### src/rtl/pipe_stage_skid.sv
// Inter-stage pipeline register with valid/ready handshake, optional 2-entry
// skid buffer, synchronous flush, bubble control zeroing and a saturating
// stall-cycle counter.
module pipe_stage_skid #(
    parameter int DATA_W  = 270,
    parameter int CTRL_W  = 10,
    parameter bit SKID_EN = 1'b1,
    parameter int CNT_W   = 32
) (
    input  logic              clk,
    input  logic              reset_n,
    input  logic              flush,
    input  logic              in_valid,
    output logic              in_ready,
    input  logic [DATA_W-1:0] in_data,
    input  logic [CTRL_W-1:0] in_ctrl,
    output logic              out_valid,
    input  logic              out_ready,
    output logic [DATA_W-1:0] out_data,
    output logic [CTRL_W-1:0] out_ctrl,
    output logic [1:0]        occupancy,
    input  logic              stat_clr,
    output logic [CNT_W-1:0]  stall_cnt
);

    // Main entry M drives the outputs; skid entry S catches the one extra
    // word that can arrive while the downstream is refusing M.
    logic              m_valid, s_valid;
    logic [DATA_W-1:0] m_data,  s_data;
    logic [CTRL_W-1:0] m_ctrl,  s_ctrl;
    logic              in_fire, out_fire;

    assign out_valid = m_valid;
    assign out_data  = m_data;
    assign out_ctrl  = m_valid ? m_ctrl : '0;
    assign occupancy = {1'b0, m_valid} + {1'b0, s_valid};
    assign in_fire   = in_valid & in_ready;
    assign out_fire  = m_valid & out_ready;

    generate
        if (SKID_EN) begin : g_rdy
            // Ready comes straight from the skid flop: no path from out_ready.
            assign in_ready = ~s_valid;
        end else begin : g_rdy
            // Single entry: can refill in the same cycle M drains. While in
            // reset M is empty but nothing may be captured, so only
            // out_ready is passed through.
            assign in_ready = (~m_valid & reset_n) | out_ready;
        end
    endgenerate

    // Main entry: load from input when empty or draining, refill from skid,
    // otherwise hold; flush kills validity and control but leaves data.
    always_ff @(posedge clk or negedge reset_n) begin
        if (!reset_n) begin
            m_valid <= 1'b0;
            m_data  <= '0;
            m_ctrl  <= '0;
        end else if (flush) begin
            m_valid <= 1'b0;
            m_ctrl  <= '0;
        end else if (s_valid) begin
            if (out_fire) begin
                m_data <= s_data;
                m_ctrl <= s_ctrl;
            end
        end else if (in_fire && (!m_valid || out_fire)) begin
            m_valid <= 1'b1;
            m_data  <= in_data;
            m_ctrl  <= in_ctrl;
        end else if (out_fire) begin
            m_valid <= 1'b0;
            m_ctrl  <= '0;
        end
    end

    // Skid entry: captures the input only when M is held by backpressure,
    // and empties as soon as it has been moved into M.
    always_ff @(posedge clk or negedge reset_n) begin
        if (!reset_n) begin
            s_valid <= 1'b0;
            s_data  <= '0;
            s_ctrl  <= '0;
        end else if (flush) begin
            s_valid <= 1'b0;
            s_ctrl  <= '0;
        end else if (s_valid) begin
            if (out_fire) begin
                s_valid <= 1'b0;
                s_ctrl  <= '0;
            end
        end else if (SKID_EN && in_fire && m_valid && !out_fire) begin
            s_valid <= 1'b1;
            s_data  <= in_data;
            s_ctrl  <= in_ctrl;
        end
    end

    // Stall counter: counts cycles the head is offered but refused,
    // sticks at all-ones, and a clear request beats the increment.
    always_ff @(posedge clk or negedge reset_n) begin
        if (!reset_n) begin
            stall_cnt <= '0;
        end else if (stat_clr) begin
            stall_cnt <= '0;
        end else if (m_valid && !out_ready && (stall_cnt != {CNT_W{1'b1}})) begin
            stall_cnt <= stall_cnt + CNT_W'(1);
        end
    end

endmodule
### config.mk
export PLATFORM = sky130hd
export DESIGN_NAME = pipe_stage_skid
export DESIGN_NICKNAME = d
export VERILOG_FILES = /design/src/rtl/pipe_stage_skid.sv
export SDC_FILE = /design/constraint.sdc
export NUM_CORES = 1
export LEC_CHECK = 0
export ABC_CLOCK_PERIOD_IN_PS = 3600
export CAP_MARGIN = 40
export CORE_MARGIN = 3
export CORE_UTILIZATION = 35
export CTS_BUF_LIST = sky130_fd_sc_hd__clkbuf_8
export DETAILED_ROUTE_END_ITERATION = 6
export HOLD_SLACK_MARGIN = 0.1
export PLACE_DENSITY_LB_ADDON = 0.08
export SYNTH_ARGS = -nofsm -noshare
export SYNTH_HDL_FRONTEND = slang
export SYNTH_SLANG_ARGS = --single-unit
### constraint.sdc
create_clock -name clk -period 3.6 [get_ports clk]
set_input_delay 0.72 -clock clk [delete_from_list [all_inputs] [get_ports clk]]
set_output_delay 0.72 -clock clk [all_outputs]
set_load 0.01 [all_outputs]
==> results of run 1 <==
metrics by stage:
| step | cells | utilization |
|---|---|---|
| floorplan | 2044 | - |
| global placement | 3500 | 0.4569 |
| detailed placement | 3501 | 0.4570 |
| CTS | 3687 | 0.4863 |
| global route | 3699 | 0.4867 |
| finish | 3705 | 0.4869 |
cells in the mapped netlist (3+ instances only):
master,number,share of area
a21oi_1,279,0.056
xnor2_1,7,0.0025
buf_1,3,0.00045
a211oi_1,4,0.0012
mux2_2,270,0.12
buf_4,22,0.0066
clkbuf_1,39,0.0059
nand3_1,15,0.0030
or4_1,4,0.0012
xor2_1,18,0.0063
and2_1,11,0.0028
o21ai_0,23,0.0046
nand2_1,45,0.0068
nor3_1,5,0.0010
mux2i_1,270,0.11
nor2_1,302,0.045
a22oi_1,10,0.0030
and4_1,5,0.0018
buf_2,69,0.014
nand4_1,12,0.0030
dfrtp_1,594,0.59
o31ai_1,4,0.0012
inv_1,4,0.00060
and3_1,7,0.0018
routing by layer:
metal | global-route usage | up-vias | routed length (um)
li1 | - | 8432 | -
met1 | 0.2255 | 8786 | 29000
met2 | 0.3286 | 519 | 37050
met3 | 0.07257 | 142 | 5969
met4 | 0.07458 | 24 | 2303
met5 | 0 | - | 160
path summary, 6_finish.rpt:
path                                       start                         to  slack, ns  cells after the start
setup / recovery           out_valid$_DFFE_PN0P_                out_ctrl[7]       0.61                      2
hold / removal             s_ctrl[6]$_DFFE_PN0P_      s_ctrl[6]$_DFFE_PN0P_       0.48                      2
setup reg to reg               s_valid$_DFF_PN0_  out_data[187]$_DFFE_PN0P_       1.16                      4
hold reg to reg            s_ctrl[6]$_DFFE_PN0P_      s_ctrl[6]$_DFFE_PN0P_       0.48                      2
max in group asynchronous                reset_n   out_data[64]$_DFFE_PN0P_       1.84                      4
min in group asynchronous                reset_n   out_data[21]$_DFFE_PN0P_       0.58                      2
power breakdown:
| part | switching (mW) | internal [mW] |
|---|---|---|
| sequential | 0.806 | 8.17 |
| combinational | 1.83 | 2.48 |
| clock | 2.76 | 3.31 |
sequential cells by signal, summed over array words and instances (netlist names):
name / count
out_valid: 1
out_data: 270
s_data: 270
m_ctrl: 10
s_valid: 1
s_ctrl: 10
stall_cnt: 32
final cells by class:
cell class | count | area, um^2
Fill cell | 6405 | 36120
Sequential cell | 594 | 14870
Multi-Input combinational cell | 1311 | 9472
Timing Repair Buffer | 653 | 6651
Clock buffer | 127 | 1748
Tap cell | 940 | 1176
Clock inverter | 58 | 301.5
Antenna cell | 18 | 45.04
Inverter | 4 | 15.01
worst reg2reg max path: stages, from the launching register on:
cell     delay [ns]
dfrtp_4        0.67
buf_4          0.56
buf_4          0.69
mux2i_1        0.33
a21oi_1        0.09
what timing repair did:
item,4_1_cts,5_1_grt
hold buffers,1,0
endpoints found under the hold margin,58,0
gates resized for setup,0,0
cell families (layout without fill, tap and decap cells):
kind of cell / count (synthesis) / count (layout) / share of synthesized area
flops: 594 / 594 / 0.5941
mux: 540 / 540 / 0.2295
simple gates: 423 / 423 / 0.07241
compound gates: 321 / 321 / 0.06606
buf+inv: 139 / 842 / 0.02815
xor+xnor: 25 / 25 / 0.008751
fa+ha+maj: 2 / 2 / 0.001000
other cells: 0 / 18 / 0
==> results.md, run 1 <==
Routing:
- Before antenna repair, the detailed router went through 5 iterations.
- After detailed routing, the number of vias per cell comes to 4.832.
- Dividing the detail-routed wire length by the instance count gives 20.10 um.
- For this run, design rule violations remaining after detail routing come to 0.
- Once detail routing completed, the nets flagged for antenna violations numbered 0.
- The routed via count is 17900.
- The final wirelength is between 70000 and 80000 um.
- The number of violations reported at the end of detailed-routing iteration 0 is 782.

Timing:
- The worst setup slack after layout is 0.6095 ns.
- The worst setup skew after layout is 0.03595 ns.
- Of the available clock period, the critical path in the final layout requires 0.8307.
- The achievable clock frequency is between 300 and 400 MHz.
- The worst slack on hold paths is 0.4808 ns.
- The worst relative slew slack is 0.5199.
- The pin slew with the least headroom to its limit is 0.7201 ns.
- Setup repair after global routing left no endpoint under its margin.
- The hold violation total from the final report is 0.
- The worst path in the final design needs a cycle of 2.990 ns, including I/O delays and setup.
- The final setup TNS is 0 ns.
- The number of slew-limit violations in the final report is 0.
- The final number of setup-violating endpoints is 0.

Setup path:
- The largest delay contributor family on the critical path is flip-flops.
- The arrival time at the worst endpoint is around 2.3 ns.
- The largest individual stage delay along the critical path comes from the cell dfrtp_1.
- The worst setup path is captured at a primary output.
- The category of the worst setup path launch point is a register.
- The required time of the worst setup path is 2.88 ns.
- For this run, the slowest stage of the critical path takes 0.78 ns.
- Traced cell by cell, the critical path runs through and2_1 > clkdlybuf4s50_1.
- In this run the worst path has a maximum fanout of 21.
- The count of buffer and inverter cells on the critical path is 1.
- By startpoint and endpoint, the worst setup path is classified as reg2out.

Synth:
- Counting flops with a built-in enable in the synthesized netlist gives 0.
- The number of different library cells used by synthesis comes to 42.
- The share of synthesized flip-flops with an asynchronous set or reset is 1.000.
- The total number of yosys warnings is 0.
- The prevailing post-synth register cell is dfrtp_1.
- The synthesized netlist occupies a cell area of 25020 um^2.
- The synthesized area per cell is 12.24 um^2.
- The number of standard cells after synthesis is slightly above 2000.
- The number of nets in the synthesized netlist is ~2300.
- In this run, synthesis produced a sequential element count of 594.
- The part of the Yosys area used for sequential elements is 0.5941.

Finish:
- Leaving out fill and tap cells, the most frequent cell in the layout is clkdlybuf4s50_1.
- The library cells used most frequently in the layout, excluding fill and tap cells, are clkdlybuf4s50_1 (600), dfrtp_1 (593), nor2_1 (301), a21oi_1 (279).
- The number of nets in the final layout is 2958.
- The total non-filler cell area in the finished layout is ~34000 um^2.
- The area added between synthesis and finish is 37.00%.
- In the final layout, the share of cells above drive strength 1 is 0.1729.

Die:
- The initial utilization of the core area, before any placement, comes to 0.3554.
- The number of cell rows is 97.
- In this run the horizontal extent of the chip is 273.4 um.
- The boundary pin count is 602.
- The floorplan step set the die height to 273.4 um.
- The die covers 74730 um^2.
- The core region is 70390 um^2.

Placement:
- In this run the cell area measured after placement is between 30000 and 40000 um^2.
- The worst-case setup slack after placement is 0.5316 ns.
- The HPWL after detailed placement is 52180 um.
- The final weighted congestion in routability-driven placement is 0.8231.
- The number of buffer cells added on primary ports is roughly 600.

Run status:
- The flow ran to the end, and the final reports show no timing, DRC or antenna violations.

GRT:
- The overall global routing resource usage is 0.1950.
- The largest net degree at the start of global routing is 135.
- The number of antenna violations at the first check in global routing is 30.
- The total overflow reported by the global router is 0.
- The via count of the first global-routing pass is around 18000.
- The first-pass GRT wire length is 112200 um.

Power and ir drop:
- Overall power consumption after layout is estimated at 19.36 mW.
- Dividing total power by cell area gives a power density of about 560 nW/um^2.
- The leakage power total is ~14 nW.
- The maximum vdd ir drop is between 0.0003 and 0.0004 V.

Clock network:
- TritonCTS built the clock tree.
- The clock passes through at most 3 buffers.
- The number of clock sinks is 594.
- The clock root buffer is clkbuf_8.
- Buffers added to address setup during post-CTS repair amount to 0.
- The number of levels the H-tree was split into is 3.
- The clock transition at the register clock pins on the worst setup and hold paths after CTS is around 0.05 ns.
- TritonCTS created about 110 clock buffers.
- The later pin in the worst-skew pair is clocked with a latency of 0.69 ns.

Flow run:
- The count of max-cap constraint violations is 0.

Worst hold path:
- The path class of the tightest hold or removal check is reg2reg.
Note: power is estimated with default switching activity, not from simulation.
==> run 2: changes to the inputs <==
--- a/config.mk
+++ b/config.mk
@@ -5,7 +5,7 @@
 export SDC_FILE = /design/constraint.sdc
 export NUM_CORES = 1
 export LEC_CHECK = 0
-export ABC_CLOCK_PERIOD_IN_PS = 3600
+export ABC_CLOCK_PERIOD_IN_PS = 2600
 export CAP_MARGIN = 40
 export CORE_MARGIN = 3
 export CORE_UTILIZATION = 35
==> constraint.sdc (replaced) <==
create_clock -name clk -period 2.6 [get_ports clk]
set_input_delay 0.52 -clock clk [delete_from_list [all_inputs] [get_ports clk]]
set_output_delay 0.52 -clock clk [all_outputs]
set_load 0.01 [all_outputs]
==> results.md, run 2 (synthesis gave the netlist of run 1 again) <==
Placement:
- The placed wire-length estimate is 52540 um.
- The congestion estimate from routability-driven global placement came to around 0.82.
- In this run, placement finished with an instance count of 3511.
- Input and output buffers added on the ports amount to 601.

Flow run:
- The count of max-cap constraint violations is 0.

Die:
- The initialized floorplan defines 97 standard-cell rows.
- The overall die area is ~75000 um^2.
- The x dimension of the die is 273.4 um.
- The initial core utilization is 0.3554.
- The die boundary height is 273.4 um.
- The core region is 70390 um^2.
- The boundary pin count is 602.

Clock network:
- The clock reaches the later pin of the worst-skew pair after 0.67 ns.
- The clock transition at the register clock pins on the worst setup and hold paths after CTS is 0.06 ns.
- Clock tree synthesis inserted a total of 105 buffers.
- The clock root buffer is clkbuf_8.
- The number of clock sinks is 594.
- The maximum count of clock buffers along a single path is 3.
- In this run the number of H-tree levels came out at 3.
- The clock tree from TritonCTS is yes.

GRT:
- The largest net degree at the start of global routing is 89.
- The first global-routing pass estimated between 100000 and 150000 um of wire.
- The via count of the first global-routing pass came to 18730.
- Across every metal layer, demand over resource in global routing totals 0.1957.
- Global routing finished with a remaining overflow of 0.
- The number of antenna violations at the first check in global routing is 26.

Setup path:
- The maximum cell stage delay along the critical path is 0.53 ns.
- Traced cell by cell, the critical path runs through ha_1 > clkdlybuf4s50_1.
- At the worst endpoint, the arrival time is 1.97 ns.
- On the critical path, the stage with the largest delay is an instance of clkdlybuf4s50_1.
- The nature of the critical path endpoint is a primary output.
- The category of the critical setup timing path is reg2out.
- Along the worst path, the maximum fanout reaches 2.
- The category of the worst setup path launch point is a register.
- STA puts the critical path data required time at 2.08 ns.
- The worst reg-to-reg setup slack is roughly 0.26 ns.

Routing:
- The post-detailed-route DRC marker count is 0.
- After detailed routing, the number of vias per cell comes to 4.815.
- The first detailed-routing pass took 5 iterations.
- The final layout contains routed wiring with a total length of about 74000 um.
- The post-detailed-route wirelength per cell is ~20 um.
- The number of violations reported at the end of detailed-routing iteration 0 is 759.
- The post-route antenna net violation count is 0.
- The routed via count is 17920.

Timing:
- Setup violations remaining at the end of the flow were counted as 0.
- The final critical path time including I/O delays and setup is 2.488 ns.
- The worst slack on hold paths is 0.3353 ns.
- Based on the critical path, the design can be clocked at up to 401.9 MHz.
- The worst setup skew after layout is 0.01877 ns.
- The worst pin sits at a relative slew slack of 0.5145.
- At the pin with the least slew margin, the transition time is 0.7282 ns.
- The hold violation total from the final report is 0.
- The number of slew-limit violations in the final report is 0.
- Setup repair after global routing left no endpoint under its margin.
- The period utilization is 0.9571.

Run status:
- The run finished with clean final reports.

Power and ir drop:
- The power per unit of standard cell area is between 700 and 800 nW/um^2.
- Across the VDD grid, the largest voltage drop is about 0.0004 V.
- The leakage power total is 14.16 nW.

Finish:
- For this run, the post-layout net count is 2970.
- The most common cell after layout, fill and taps aside is clkdlybuf4s50_1.
- In the final layout, the share of cells above drive strength 1 is 0.1837.
- The filler cells instantiated in the layout total 6404.
- For this run, the share of the core covered by cells in the final layout is 0.4922.
- The library cells used most frequently in the layout, excluding fill and tap cells, are clkdlybuf4s50_1 (595), dfrtp_1 (592), nor2_1 (301), a21oi_1 (279).
- The number of non-filler instances in the completed layout is 3722.
- The area added between synthesis and finish is 38.48%.

Worst hold path:
- The worst min-delay path category is in2async.
## run 2: cell count changes in the layout (fill, tap and decap cells not counted), sizes merged
cell and change:
buf +13, inv -12, clkbuf +11, clkinv +9, clkdlybuf4s50 -5, dlygate4sd2 +4, clkinvlp -3, diode -1
dlymetal6s2s +1
## run 2: cell type report
cell class / instances / area [um^2] / share of cell area
sequential: 594 / 14870 / 0.4292
multi-input combinational: 1311 / 9472 / 0.2734
timing repair buffer: 666 / 6883 / 0.1986
clock buffer: 138 / 1899 / 0.05482
tap: 940 / 1176 / 0.03394
clock inverter: 52 / 291.5 / 0.008414
antenna: 17 / 42.54 / 0.001228
inverter: 4 / 15.01 / 0.0004333
## run 2: path summary, 6_finish.rpt
check,cells after the start,start,endpoint
min,2,reset_n,s_data[21]$_DFFE_PN0P_
max in group asynchronous,3,reset_n,out_data[130]$_DFFE_PN0P_
min reg2reg,2,m_ctrl[5]$_DFFE_PN0P_,m_ctrl[5]$_DFFE_PN0P_
max reg2reg,8,s_valid$_DFF_PN0_,s_data[228]$_DFFE_PN0P_
max,2,s_valid$_DFF_PN0_,occupancy[0]
min in group clk,3,in_ctrl[6],s_ctrl[6]$_DFFE_PN0P_
## run 2: repair_timing
item                                   in CTS  in global routing
resized for setup                           6                  1
gates cloned                                0                  0
setup buffers                               2                  1
hold buffers                                1                  0
endpoints found under the hold margin      28                  0
setup endpoints to repair                  11                  2
## run 2: per-stage QoR
stage | cell area, um^2 | setup TNS [ns] | setup slack [ns] | power, mW
2_1_floorplan | 25020 | 0 | 0.6696 | 15.17
3_3_place_gp | 32340 | -0.3112 | -0.04084 | 18.47
3_5_place_dp | 32380 | 0 | 0.05071 | 18.68
4_1_cts | 34600 | 0 | 0.008921 | 27.81
5_1_grt | 34640 | 0 | 0.01237 | 28.93
6_report | 34650 | 0 | 0.1116 | 27.31
## run 2: routing by layer
layer  wire, um  vias to the layer above  GRT usage
met5        115                        -          0
met4       2186                       18    0.07907
met3       5830                      136    0.06696
met2      36740                      491     0.3282
met1      29490                     8830     0.2301
li1           -                     8448          -
## run 2: worst max-delay path: cells and delay by family, from the launching register on
kind / cells / cell delay (ns)
adders and majority gates: 1 / 0.28
buffers and inverters: 1 / 0.53
DFF: 1 / 0.49
## run 2: power by group
group	switching, mW	internal, mW
clock	3.93	4.94
combinational	2.55	3.48
sequential	1.10	11.3
==> run 3: changes to the inputs <==
--- a/config.mk
+++ b/config.mk
@@ -5,7 +5,7 @@
 export SDC_FILE = /design/constraint.sdc
 export NUM_CORES = 1
 export LEC_CHECK = 0
-export ABC_CLOCK_PERIOD_IN_PS = 2600
+export ABC_CLOCK_PERIOD_IN_PS = 2200
 export CAP_MARGIN = 40
 export CORE_MARGIN = 3
 export CORE_UTILIZATION = 35
@@ -13,6 +13,7 @@
 export DETAILED_ROUTE_END_ITERATION = 6
 export HOLD_SLACK_MARGIN = 0.1
 export PLACE_DENSITY_LB_ADDON = 0.08
+export SLEW_MARGIN = 5
 export SYNTH_ARGS = -nofsm -noshare
 export SYNTH_HDL_FRONTEND = slang
 export SYNTH_SLANG_ARGS = --single-unit
==> constraint.sdc (replaced) <==
create_clock -name clk -period 2.2 [get_ports clk]
set_input_delay 0.44 -clock clk [delete_from_list [all_inputs] [get_ports clk]]
set_output_delay 0.44 -clock clk [all_outputs]
set_load 0.01 [all_outputs]
==> results.md, run 3 (synthesis gave the netlist of run 1 again) <==
Clock network:
- The later pin in the worst-skew pair is clocked with a latency of 0.71 ns.
- The clock tree from TritonCTS is yes.
- The clock root buffer is clkbuf_8.
- The number of levels the H-tree was split into is 3.
- The clock passes through at most 3 buffers.
- The clock transition at the register clock pins on the worst setup and hold paths after CTS is roughly 0.060 ns.
- The number of clock sinks is 594.
- Buffers inserted during clock tree synthesis total 106.

Setup path:
- The category of the worst setup path launch point is a register.
- The required time of the worst setup path is 2.78 ns.
- The kind of cell with the highest combined delay along the critical path is buffers and inverters.
- The most common cell type on the critical path is buf_4.
- The highest fanout seen on the critical path is 6.
- Counting both buffers and inverters, the worst setup path holds a total of 6.
- The maximum cell stage delay along the critical path is 0.49 ns.
- Data on the critical path arrives at its endpoint at 2.72 ns.
- The nature of the critical path endpoint is a register.
- The largest individual stage delay along the critical path comes from the cell dfrtp_4.
- The critical path goes through buf_4 > buf_6 > nor2_4 > nand3_2 > nor2_4 > buf_12 > buf_16 > buf_4 > buf_4 > mux2_2.
- The category of the critical setup timing path is reg2reg.

Timing:
- The final critical path time including I/O delays and setup is 2.142 ns.
- In the final timing run, aggregate negative setup slack is 0 ns.
- The pin slew with the least headroom to its limit is slightly above 0.7 ns.
- The hold violation total from the final report is 0.
- Static timing analysis puts the maximum clock frequency at 466.8 MHz.
- The worst pin sits at a relative slew slack of 0.5178.
- The period utilization is 0.9738.
- Setup repair after global routing could not meet its margin everywhere.
- The number of slew-limit violations in the final report is 0.
- Setup violations remaining at the end of the flow were counted as 0.
- The worst setup slack after layout is about 0.058 ns.
- The worst setup skew after layout is ~0.033 ns.

Placement:
- Prior to clock tree synthesis, the placed netlist has a worst setup slack of -0.1046 ns.
- The final weighted congestion in routability-driven placement is 0.8299.
- Once detailed placement completed, the half-perimeter wirelength came to 54020 um.
- Input and output buffers added on the ports amount to 601.
- The instance area after placement is 32680 um^2.

Die:
- In this run the horizontal extent of the chip is 273.4 um.
- The floorplan step defined a die boundary enclosing 74730 um^2.
- Pin placement for this block handled ~600 I/O pins.
- The number of cell rows is 97.
- The die boundary height is 273.4 um.
- The area of the core is 70390 um^2.
- The initial utilization of the core area, before any placement, comes to 0.3554.

Finish:
- The total non-filler cell area in the finished layout is 35410 um^2.
- In the final layout, the share of cells above drive strength 1 is 0.2009.
- Relative to the synthesized area, the layout overhead comes to 41.52%.
- At the end of the flow, the number of nets in the layout was 3024.
- The most common cell after layout, fill and taps aside is dfrtp_1.
- Leaving out fill and tap cells, the most frequent cells in the layout are dfrtp_1 (592), clkdlybuf4s50_1 (532), nor2_1 (300), a21oi_1 (279).

GRT:
- The total overflow reported by the global router is 0.
- The number of antenna violations at the first check in global routing is 24.
- Across every metal layer, demand over resource in global routing totals 0.1968.
- The first-pass GRT wire length is roughly 110000 um.
- Entering global routing, the biggest net connects 88 pins.
- The via count of the first global-routing pass was roughly 19000.

Routing:
- The final wirelength is 77200 um.
- The post-detailed-route DRC marker count is 0.
- For this block, the initial DRC count from the detailed router was 793.
- In this run the remaining antenna-violating nets after routing total 0.
- The via-per-instance ratio is slightly below 5.
- The post-detailed-route wirelength per cell is just over 20 um.
- The number of detailed-route iterations in the first pass is 4.
- For this block, the via count after detailed routing is 18320.

Power and ir drop:
- IR analysis of the VDD net gives a maximum drop of 0.0005239 V.
- The leakage power total is 14.82 nW.
- The design draws 32.36 mW.
- The power per unit of standard cell area is 913.9 nW/um^2.

Worst hold path:
- The worst hold path belongs to the class in2async.

Flow run:
- The count of max-cap constraint violations is 0.

Run status:
- The run finished with clean final reports.
-- run 3: changes by cell type in the layout (fill, tap and decap cells not counted), moves of 4 or more --
cell | previous run | this run
clkdlybuf4s50_1 | 595 | 532
dlygate4sd2_1 | 4 | 38
buf_4 | 34 | 56
dlymetal6s2s_1 | 1 | 17
clkinv_2 | 15 | 3
inv_1 | 35 | 47
buf_2 | 0 | 9
clkbuf_16 | 0 | 9
buf_6 | 1 | 9
buf_12 | 28 | 35
buf_16 | 1 | 5
-- run 3: metrics by stage --
step	cells	util	hold WS (ns)
3_5_place_dp	3539	0.4643	0.3811
2_1_floorplan	2044	-	0.1444
5_1_grt	3773	0.5028	0.2126
6_report	3778	0.5030	0.2332
4_1_cts	3741	0.4955	0.1868
3_3_place_gp	3539	0.4643	0.3823
-- run 3: worst reg2reg max path, cell delays in order, from the launching register on --
cell,delay (ns)
dfrtp_4,0.49
buf_4,0.15
buf_6,0.14
nor2_4,0.11
nand3_2,0.11
nor2_4,0.16
buf_12,0.16
buf_16,0.16
buf_4,0.13
buf_4,0.11
mux2_2,0.32
-- run 3: layer usage --
metal | global-route usage | share of wire | wire, um
met1 | 0.2269 | 0.39 | 30290
met4 | 0.07963 | 0.033 | 2511
met5 | 0 | 0.0013 | 102
met3 | 0.07038 | 0.074 | 5683
met2 | 0.3326 | 0.50 | 38610
-- run 3: layout make-up --
type	count	area (um^2)
clock buffers	141	1941
clock inverters	53	267.8
repair buffers	719	7615
diodes	16	40.04
flip-flops and latches	594	14870
fillers	6305	34980
multi-input cells	1311	9484
well taps	940	1176
inverters	4	15.01
-- run 3: final timing paths --
check                                           start                         to  slack [ns]  depth (start not counted)
worst min register to register  m_ctrl[7]$_DFFE_PN0P_      m_ctrl[7]$_DFFE_PN0P_        0.48                          2
worst max register to register      s_valid$_DFF_PN0_     s_data[30]$_DFFE_PN0P_        0.06                         10
worst max-delay path                s_valid$_DFF_PN0_     s_data[30]$_DFFE_PN0P_        0.06                         10
worst min-delay path                          reset_n   out_data[21]$_DFFE_PN0P_        0.23                          2
max in group asynchronous                     reset_n  out_data[156]$_DFFE_PN0P_        1.15                          3
min in group clk                           in_ctrl[7]      s_ctrl[7]$_DFFE_PN0P_        0.34                          3
-- run 3: power breakdown --
group          total [mW]  leakage (nW)  internal (mW)  switching (mW)
Combinational        7.22          6.51           4.16            3.07
Clock                10.5          1.29           5.74            4.72
Sequential           14.7          7.02           13.4            1.31
-- run 3: repair_timing --
| item | 4_1_cts | 5_1_grt |
|---|---|---|
| pin swaps | 0 | 2 |
| endpoints found under the setup margin | 51 | 294 |
| setup buffers | 7 | 8 |
| resized for setup | 89 | 32 |
| gates cloned | 0 | 13 |
| hold buffers | 1 | 0 |
| endpoints found under the hold margin | 387 | 0 |
